File: src/rtl/multicycle_controller.sv
// Main control FSM for the multicycle ARM-subset datapath: sequences fetch/decode/execute,
// evaluates condition codes against the NZCV flags register and drives every datapath enable.
module multicycle_controller (
  input  logic       clock,
  input  logic       reset,
  input  logic [3:0] instruction_cond,
  input  logic [1:0] instruction_op,
  input  logic [5:0] instruction_funct,
  input  logic [3:0] instruction_rd,
  input  logic [3:0] alu_flags,
  input  logic       memory_ready,
  output logic       memory_request,
  output logic       memory_write,
  output logic       address_source,
  output logic       instruction_write,
  output logic       program_counter_write,
  output logic       register_write,
  output logic [1:0] register_source,
  output logic [1:0] immediate_source,
  output logic       alu_source_a,
  output logic [1:0] alu_source_b,
  output logic [1:0] alu_control,
  output logic [1:0] result_source,
  output logic [3:0] flags,
  output logic [3:0] state
);

  typedef enum logic [3:0] {
    S_FETCH    = 4'd0,
    S_DECODE   = 4'd1,
    S_MEMADR   = 4'd2,
    S_MEMREAD  = 4'd3,
    S_MEMWB    = 4'd4,
    S_MEMWRITE = 4'd5,
    S_EXECUTER = 4'd6,
    S_EXECUTEI = 4'd7,
    S_ALUWB    = 4'd8,
    S_BRANCH   = 4'd9
  } state_e;

  state_e     state_q, state_d;
  logic [3:0] flags_q, flags_d;

  logic       funct_i_bit;
  logic [3:0] funct_cmd;
  logic       funct_s_bit;
  logic       cond_ex;
  logic       cmd_supported;
  logic [1:0] dp_alu_control;
  logic       flag_n, flag_z, flag_c, flag_v;

  assign funct_i_bit = instruction_funct[5];
  assign funct_cmd   = instruction_funct[4:1];
  assign funct_s_bit = instruction_funct[0];

  assign {flag_n, flag_z, flag_c, flag_v} = flags_q;

  // Condition evaluation uses the architectural flags only, never this cycle's ALU flags.
  always_comb begin
    case (instruction_cond)
      4'b0000: cond_ex = flag_z;
      4'b0001: cond_ex = ~flag_z;
      4'b0010: cond_ex = flag_c;
      4'b0011: cond_ex = ~flag_c;
      4'b0100: cond_ex = flag_n;
      4'b0101: cond_ex = ~flag_n;
      4'b0110: cond_ex = flag_v;
      4'b0111: cond_ex = ~flag_v;
      4'b1000: cond_ex = flag_c & ~flag_z;
      4'b1001: cond_ex = ~flag_c | flag_z;
      4'b1010: cond_ex = (flag_n == flag_v);
      4'b1011: cond_ex = (flag_n != flag_v);
      4'b1100: cond_ex = ~flag_z & (flag_n == flag_v);
      4'b1101: cond_ex = flag_z | (flag_n != flag_v);
      4'b1110: cond_ex = 1'b1;
      default: cond_ex = 1'b0;
    endcase
  end

  // NOTE: every signal assigned in a combinational block gets a default first; a path
  // that leaves one unassigned would infer a latch.
  always_comb begin
    dp_alu_control = 2'b00;
    cmd_supported  = 1'b1;
    case (funct_cmd)
      4'b0100: dp_alu_control = 2'b00;
      4'b0010: dp_alu_control = 2'b01;
      4'b0000: dp_alu_control = 2'b10;
      4'b1100: dp_alu_control = 2'b11;
      default: cmd_supported  = 1'b0;
    endcase
  end

  always_comb begin
    state_d = state_q;
    case (state_q)
      S_FETCH:    if (memory_ready) state_d = S_DECODE;
      S_DECODE: begin
        case (instruction_op)
          2'b01:   state_d = S_MEMADR;
          2'b00:   state_d = funct_i_bit ? S_EXECUTEI : S_EXECUTER;
          2'b10:   state_d = S_BRANCH;
          default: state_d = S_FETCH;
        endcase
      end
      S_MEMADR:   state_d = funct_s_bit ? S_MEMREAD : S_MEMWRITE;
      S_MEMREAD:  if (memory_ready) state_d = S_MEMWB;
      S_MEMWRITE: if (!cond_ex || memory_ready) state_d = S_FETCH;
      S_MEMWB:    state_d = S_FETCH;
      S_EXECUTER: state_d = S_ALUWB;
      S_EXECUTEI: state_d = S_ALUWB;
      S_ALUWB:    state_d = S_FETCH;
      S_BRANCH:   state_d = S_FETCH;
      default:    state_d = S_FETCH;
    endcase
  end

  // Logical ops leave C and V alone; arithmetic ops overwrite all four flags.
  always_comb begin
    flags_d = flags_q;
    if ((state_q == S_EXECUTER || state_q == S_EXECUTEI) &&
        cond_ex && funct_s_bit && cmd_supported) begin
      if (dp_alu_control[1]) flags_d[3:2] = alu_flags[3:2];
      else                   flags_d     = alu_flags;
    end
  end

  always_comb begin
    memory_request        = 1'b0;
    memory_write          = 1'b0;
    address_source        = 1'b0;
    instruction_write     = 1'b0;
    program_counter_write = 1'b0;
    register_write        = 1'b0;
    alu_source_a          = 1'b0;
    alu_source_b          = 2'b00;
    alu_control           = 2'b00;
    result_source         = 2'b00;
    case (state_q)
      S_FETCH: begin
        memory_request        = 1'b1;
        alu_source_a          = 1'b1;
        alu_source_b          = 2'b10;
        result_source         = 2'b10;
        instruction_write     = memory_ready;
        program_counter_write = memory_ready;
      end
      S_DECODE: begin
        alu_source_a = 1'b1;
        alu_source_b = 2'b10;
      end
      S_MEMADR:   alu_source_b = 2'b01;
      S_MEMREAD: begin
        memory_request = 1'b1;
        address_source = 1'b1;
      end
      S_MEMWRITE: begin
        memory_request = cond_ex;
        memory_write   = cond_ex;
        address_source = 1'b1;
      end
      S_MEMWB: begin
        result_source         = 2'b01;
        register_write        = cond_ex;
        program_counter_write = cond_ex && (instruction_rd == 4'd15);
      end
      S_EXECUTER:   alu_control = dp_alu_control;
      S_EXECUTEI: begin
        alu_source_b = 2'b01;
        alu_control  = dp_alu_control;
      end
      S_ALUWB: begin
        register_write        = cond_ex && cmd_supported;
        program_counter_write = cond_ex && (instruction_rd == 4'd15);
      end
      S_BRANCH: begin
        alu_source_b          = 2'b01;
        result_source         = 2'b10;
        program_counter_write = cond_ex;
      end
      default: ;
    endcase
    // Reset silences every side effect immediately, including an in-flight store.
    if (reset) begin
      memory_request        = 1'b0;
      memory_write          = 1'b0;
      instruction_write     = 1'b0;
      program_counter_write = 1'b0;
      register_write        = 1'b0;
    end
  end

  assign register_source  = {instruction_op == 2'b01, instruction_op == 2'b10};
  assign immediate_source = instruction_op;

  // NOTE: sequential state uses non-blocking assignments so every register samples
  // pre-edge values, independent of statement order.
  always_ff @(posedge clock) begin
    if (reset) begin
      state_q <= S_FETCH;
      flags_q <= 4'b0000;
    end else begin
      state_q <= state_d;
      flags_q <= flags_d;
    end
  end

  assign state = state_q;
  assign flags = flags_q;

endmodule
File: config.mk
export PLATFORM = sky130hd
export DESIGN_NAME = multicycle_controller
export DESIGN_NICKNAME = d
export VERILOG_FILES = /design/src/rtl/multicycle_controller.sv
export SDC_FILE = /design/constraint.sdc
export NUM_CORES = 1
export LEC_CHECK = 0
export ABC_CLOCK_PERIOD_IN_PS = 2850
export BUFFER_PORTS_ARGS = -buffer_cell sky130_fd_sc_hd__buf_2
export CAP_MARGIN = 20
export CORE_UTILIZATION = 46
export CTS_CLUSTER_SIZE = 40
export DETAILED_ROUTE_END_ITERATION = 12
export PLACE_DENSITY = 0.8
export SYNTH_ARGS = -nofsm -noshare
export SYNTH_HDL_FRONTEND = slang
export SYNTH_SLANG_ARGS = --single-unit
File: constraint.sdc
create_clock -name clock -period 2.85 [get_ports clock]
set_input_delay 0.4275 -clock clock [delete_from_list [all_inputs] [get_ports clock]]
set_output_delay 0.4275 -clock clock [all_outputs]
set_load 0.02 [all_outputs]
* After elaboration in Yosys (flattened, before gate mapping) *
Cells that the tools add are included.
W data, S select, Z words.

word-level totals
  bits of input ports = 23
  flip-flop bits (word level) = 8

cells by class
  equal/unequal tests = 34
  bitwise operators = 9
  reduce and logical (&&, ||, !) cells = 22
  multiplexer cells = 25

operators by type and width
  kind                  number
  $eq A4 B4 Y1 const B  11
  $eq A4 B3 Y1 const B  9
  $pmux W4 S6           1
  $eq A4 B2 Y1 const B  5
  $pmux W1 S15          1
  $logic_not A4 Y1      3
  $mux W4               3
  $pmux W4 S3           1
  $reduce_or A2 Y1      6
  $mux W1               11
  $eq A4 B1 Y1 const B  2
  $pmux W2 S2           2
  $ne A2 B2 Y1 const B  3
  $pmux W2 S3           1
  $logic_and A1 B1 Y1   5
  $not A1 Y1            5
  $pmux W1 S2           2
  $reduce_or A4 Y1      1
  $mux W3               1
  $pmux W1 S3           1
  $reduce_and A3 Y1     1
  $reduce_or A3 Y1      1
  $and A1 B1 Y1         2
  $eq A2 B1 Y1 const B  1
  other kinds (9)       11

* Longest topological paths before layout *
Gate-level depths: netlist of the first run.

  depth after elaboration = 7
  depth in mapped cells = 7
  depth with buffers taken out = 6

* Worst setup path after synthesis of the first run *
No wires, ideal clock.

  path type = reg-to-output
  start = register flags_q[3], in the netlist flags[3]
  end = output port program_counter_write
  path buffers = 0
  cell stages (with the launch flop) = 7
  arrival time = 1.916 ns
  path slack = 0.506 ns
  cells stage by stage = dfxtp_1 -> nor2b_1 -> o311ai_2 -> o211ai_2 -> a221oi_4 -> nor2_1 -> a31o_1

on the way
  word-level cells in the longest chain between the ends = 6
  elaborated cells on any way between the ends = 9

ends and longest elaborated chain
  what                                           RTL line  text
  start, declared                                42        logic [3:0] flags_q, flags_d;
  start signal, assigned                         204       flags_q <= flags_d;
  $ne A1 B1 Y1 or $eq A1 B1 Y1 (tied branches)   n/a
  $or A1 B1 Y1 or $and A1 B1 Y1 (tied branches)  74, 73
  $pmux W1 S15 *                                 60        case (instruction_cond)
  $logic_and A1 B1 Y1                            165, 174
  $pmux W1 S3 *                                  139       case (state_q)
  $mux W1 *                                      184       if (reset) begin
  end, declared                                  16        output logic program_counter_write,

Mark *: on every way between the ends. The rest lies on a longest branch, timed or not.

* Worst setup path in the final report of the first run *
Ends and elaborated chain as after synthesis.

==> results.cfg, run 1 <==
[finish]
area_growth_syn_to_layout_pct = 22.4
multiInputGateArea_um2 = 721
final_nets = 190
instances_no_fill = 192
fillers = 187
diodes = 0
drive_gt1_frac = 0.394
ff_latch_area_um2 = 160

[synthesis]
synth_area_um2 = 973
postSynthAreaPerCell_um2 = 7.79
synth_area_leader_cell = dfxtp_1
ys_ff_latch = 8
synth_most_common_cell = nor2_1
synth_seq_area_share = 0.165
yosys-top-cells-count = nor2_1 (13), nand2b_1 (9), dfxtp_1 (8), mux2i_1 (8)
synth_flop_cell = dfxtp_1
yosysUniqueCellTypes = 46
synthTopCellsByArea = dfxtp_1 (16%), mux2i_1 (8.2%), nand2b_1 (5.8%), nor2_1 (5.0%), buf_6 (4.6%)
synth_edf_count = 0
async_flop_share = 0
ys.warnings.count = 0
synthesis.nets = 148
postSynthCellCount = 125
synth_top_area_share = 0.165

[floorplanning]
chipWidth_um = 48
fp-row-count = 16
die-area_um2 = 2300
core-area_um2 = 1980
die_h_um = 48
ios = 48
start_util = 0.491

[clock_network]
clockBufferDepth = 2
cts_buffers = 3
clkTransAtPathRegs_ns = 0.05
cts_setup_buffers = 0
worst_skew_pair.late_latency_ns = 0.25
cts_tree = yes
htree_levels = 1
cts.sinks = 8
root_buffer = clkbuf_4

[flow_run]
drv_cap = 0

[power_and_ir_drop]
finalPower_mw = 0.406
power_leakage_nw = 0.529
ir_worst_vdd_mv = 0.206
power.density_nw_per_um2 = 341

[placement]
pre_cts_ws_ns = 0.295
place_inst = 189
io_buffers = 47
gp_congestion = 0.801
hpwl_mm = 1.81

[drt]
dr_total_vias = 1040
dr.pass1.iters = 4
drc = 0
viasPerCell = 5.42
routed_wirelength_mm = 2.37
post_drt_wl_per_cell_um = 12.3
drt-initial-drc-count = 13
postRouteAntennaNets = 0

[worst_setup_path]
end_kind = output port
worst_ep_required_time_ns = 2.42
crit_type = flop to output port
worstPathArrival_ns = 2.24
cp-start-kind = flop
cp_max_fo = 8
setup.worst_path.start = flags[3]$_SDFFE_PP0P_
crit-reg2reg-launch = flags[3]$_SDFFE_PP0P_

[timing]
tightest_slew_ns = 0.510
setup_violations = 0
min_period_ns = 2.66
rsz0062_at_grt = no
finalHoldViolations = 0
setup_slack_ns = 0.185
fin_skew_ns = 0.00252
tns_ns = 0
fmax_mhz = 375
min_period_over_period = 0.935
slew_headroom = 0.660
report.final.slew_viol_count = 0

[global_routing]
grt_start_max_net_pins = 17
grt_pass1_wl_mm = 3.33
antenna_found_initial = 0
grt_pass1_vias = 812
grt.total_usage = 0.204
grt-ovfl-total = 0

[hold_path]
min_path_type = primary input to flop
hp-start = alu_flags[3]

[run_status]
status = finished, final reports clean
-- sequential cells by signal, summed over array words and instances (netlist names) --
| name | cells |
|---|---|
| state | 4 |
| flags | 4 |
-- per-stage QoR --
step,cell area (µm²),utilization,hold WS (ns)
after detailed placement,1160,0.585,0.524
final,1190,0.601,0.447
after global routing,1190,0.601,0.454
after floorplan,973,-,0.574
after CTS,1180,0.596,0.441
after global placement,1160,0.585,0.503
-- worst max-delay path, cell delays in order (launching register included) --
cell      delay [ns]
dfxtp_1         0.46
nor2b_1         0.14
o311ai_4        0.37
o211ai_2        0.14
a221oi_4        0.41
nor2_1          0.11
a31o_1          0.21
buf_2           0.15
-- cell type report --
cell class | count | share of cell area
sequential | 8 | 0.134
clock buffer | 3 | 0.0189
multi-input combinational | 102 | 0.605
inverter | 5 | 0.0158
tap | 27 | 0.0284
timing repair buffer | 47 | 0.197
-- per-layer routing --
metal / share of wire / GRT usage
met1: 0.44 / 0.261
met2: 0.52 / 0.346
met3: 0.029 / 0.0113
met4: 0.015 / 0.100
met5: 0 / 0
-- cell usage in the layout, fill, tap and decap left out, types with 2 or more instances in the layout --
| cell type | instances |
|---|---|
| and2b_2 | 3 |
| nor2_1 | 13 |
| nor3_1 | 4 |
| a21oi_1 | 6 |
| mux2i_1 | 8 |
| o21ai_0 | 4 |
| clkbuf_4 | 3 |
| inv_1 | 5 |
| or2_2 | 3 |
| dfxtp_1 | 8 |
| buf_2 | 47 |
| nand2b_1 | 9 |
| nor2b_1 | 7 |
| nand2_1 | 7 |
| a32oi_1 | 2 |
| a211oi_1 | 5 |
| xor2_1 | 2 |
| or2b_1 | 3 |
-- path summary, 6_finish.rpt --
kind,endpoint,slack [ns],depth (start not counted)
worst min-delay path,flags[3]$_SDFFE_PP0P_,0.45,3
worst min register to register,flags[1]$_SDFFE_PP0P_,0.53,2
worst max-delay path,program_counter_write,0.19,7
worst max register to register,state[2]$_SDFFE_PP0P_,0.89,6
-- logic make-up (layout without fill, tap and decap cells) --
family,after synthesis,in the layout,synth area share
compound gates,30,30,0.248
xor+xnor,2,2,0.0180
buf+inv,15,55,0.105
mux,8,8,0.0823
simple gates,62,62,0.382
flops,8,8,0.165
-- power breakdown --
group          internal [mW]  switching, mW  total (mW)
clock                 0.0480         0.0352      0.0832
sequential             0.118         0.0193       0.137
combinational         0.0776          0.108       0.186
-- repair_timing --
action,in CTS,in global routing
hold buffers,0,0
setup endpoints to repair,0,1
resized for setup,0,1
No activity file was read; power rests on OpenSTA's default activity.
==> run 2, diff against run 1 <==
--- a/config.mk
+++ b/config.mk
@@ -11,7 +11,7 @@
 export CORE_UTILIZATION = 46
 export CTS_CLUSTER_SIZE = 40
 export DETAILED_ROUTE_END_ITERATION = 12
-export PLACE_DENSITY = 0.8
+export PLACE_DENSITY = 0.82
 export SYNTH_ARGS = -nofsm -noshare
 export SYNTH_HDL_FRONTEND = slang
 export SYNTH_SLANG_ARGS = --single-unit
==> results.cfg, run 2 (synthesis gave the netlist of run 1 again) <==
[run_status]
status = finished, final reports clean

[floorplanning]
fp-row-count = 16
chipWidth_um = 48
ios = 48
start_util = 0.491
die_h_um = 48
die-area_um2 = 2300
core-area_um2 = 1980

[finish]
fillers = 180
fin_area_um2 = 1190
multiInputGateArea_um2 = 721
instances_no_fill = 192
final_nets = 190
final_common_cell = buf_2
area_growth_syn_to_layout_pct = 22.4
ff_latch_area_um2 = 160
diodes = 0
drive_gt1_frac = 0.394
mostFrequentLayoutCells = buf_2 (47), nor2_1 (13), nand2b_1 (9)

[drt]
postRouteAntennaNets = 0
routed_wirelength_mm = 2.27
dr.pass1.iters = 4
drt-initial-drc-count = 18
highest-signal-layer = met4
wl_met2_mm = 1.13
drc = 0
wl_met3_um = 155
post_drt_wl_per_cell_um = 11.8
met1_length_um = 982
dr_total_vias = 1038
viasPerCell = 5.41

[global_routing]
grt_start_max_net_pins = 17
grt.total_usage = 0.195
antenna_found_initial = 0
grt-ovfl-total = 0
grt_pass1_vias = 830
grt_pass1_wl_mm = 3.26

[worst_setup_path]
cp-start-kind = flop
end_kind = output port
worstPathArrival_ns = 2.21
cp_max_fo = 8
reg2reg_slack_ns = 0.91
crit-reg2reg-launch = flags[3]$_SDFFE_PP0P_
worst_ep_required_time_ns = 2.42
rr_worst_depth = 6
reg2reg_to = state[2]$_SDFFE_PP0P_
crit_type = flop to output port

[timing]
min_period_ns = 2.64
min_period_over_period = 0.927
hold_slack_ns = 0.442
slew_headroom = 0.667
tns_ns = 0
finalHoldViolations = 0
fin_skew_ns = 0.0108
tightest_slew_ns = 0.499
rsz0062_at_grt = no
report.final.slew_viol_count = 0
fmax_mhz = 378
setup_violations = 0

[clock_network]
clkTransAtPathRegs_ns = 0.05
htree_levels = 1
cts.sinks = 8
cts_buffers = 3
clockBufferDepth = 2
cts_tree = yes
root_buffer = clkbuf_4
worst_skew_pair.late_latency_ns = 0.26

[power_and_ir_drop]
p_comb_frac = 0.450
ir_worst_vdd_mv = 0.240
clock_power_share = 0.214
p_sw_mw = 0.165
pwr-share-seq = 0.336
finalPower_mw = 0.408
power_leakage_nw = 0.529
switching_share = 0.404
p_int_mw = 0.243
power.density_nw_per_um2 = 342

[placement]
gp_congestion = 0.802
place_inst = 189
io_buffers = 47
hpwl_mm = 1.82
post_dp_cell_area_um2 = 1160

[hold_path]
min_to = flags[1]$_SDFFE_PP0P_
min_path_type = primary input to flop
hp-start = alu_flags[1]
worstHoldPathCells = 3

[flow_run]
drv_cap = 0
-- run 2: cell counts in the layout (fill, tap and decap cells not counted) --
Identical to the previous run, type by type.
-- run 2: how the worst max path moves through the flow --
stage                          startpoint                     to  slack, ns  cells after the start
floorplan             instruction_cond[2]  program_counter_write       0.51                      7
global placement      instruction_cond[2]  program_counter_write       0.34                      8
detailed placement    instruction_cond[2]  program_counter_write       0.30                      8
CTS                 flags[3]$_SDFFE_PP0P_  program_counter_write       0.14                      7
global route        flags[3]$_SDFFE_PP0P_  program_counter_write       0.05                      7
finish              flags[3]$_SDFFE_PP0P_  program_counter_write       0.21                      7
-- run 2: power groups by stage --
stage | sequential (mW) | combinational [mW] | clock, mW
floorplan | 0.132 | 0.140 | 0
global route | 0.139 | 0.201 | 0.0951
global placement | 0.139 | 0.177 | 0
detailed placement | 0.139 | 0.181 | 0
finish | 0.137 | 0.183 | 0.0874
CTS | 0.137 | 0.182 | 0.0898
-- run 2: per-layer routing --
metal	track usage	up-vias
met4	0.0389	0
met1	0.247	468
met2	0.338	40
met3	0.0453	2
met5	0	-
li1	-	528
-- run 2: what timing repair did --
action,in CTS,in global routing
gates resized for setup,0,1
hold buffers,0,0
buffers inserted,0,0
setup endpoints to repair,0,2
-- run 2: critical path, stage by stage, from the launching register on --
cell,delay [ns]
dfxtp_1,0.44
nor2b_1,0.13
o311ai_4,0.37
o211ai_2,0.14
a221oi_4,0.43
nor2_1,0.09
a31o_1,0.21
buf_2,0.15
-- run 2: through the flow --
step / util / setup WS (ns)
floorplan: - / 0.506
global placement: 0.585 / 0.341
detailed placement: 0.585 / 0.299
CTS: 0.596 / 0.140
global route: 0.601 / 0.0515
finish: 0.601 / 0.208
-- run 2: final cells by class --
type                            instances  share of cell area
Timing Repair Buffer                   47               0.197
Clock buffer                            3              0.0189
Sequential cell                         8               0.134
Multi-Input combinational cell        102               0.605
Inverter                                5              0.0158
Tap cell                               27              0.0284
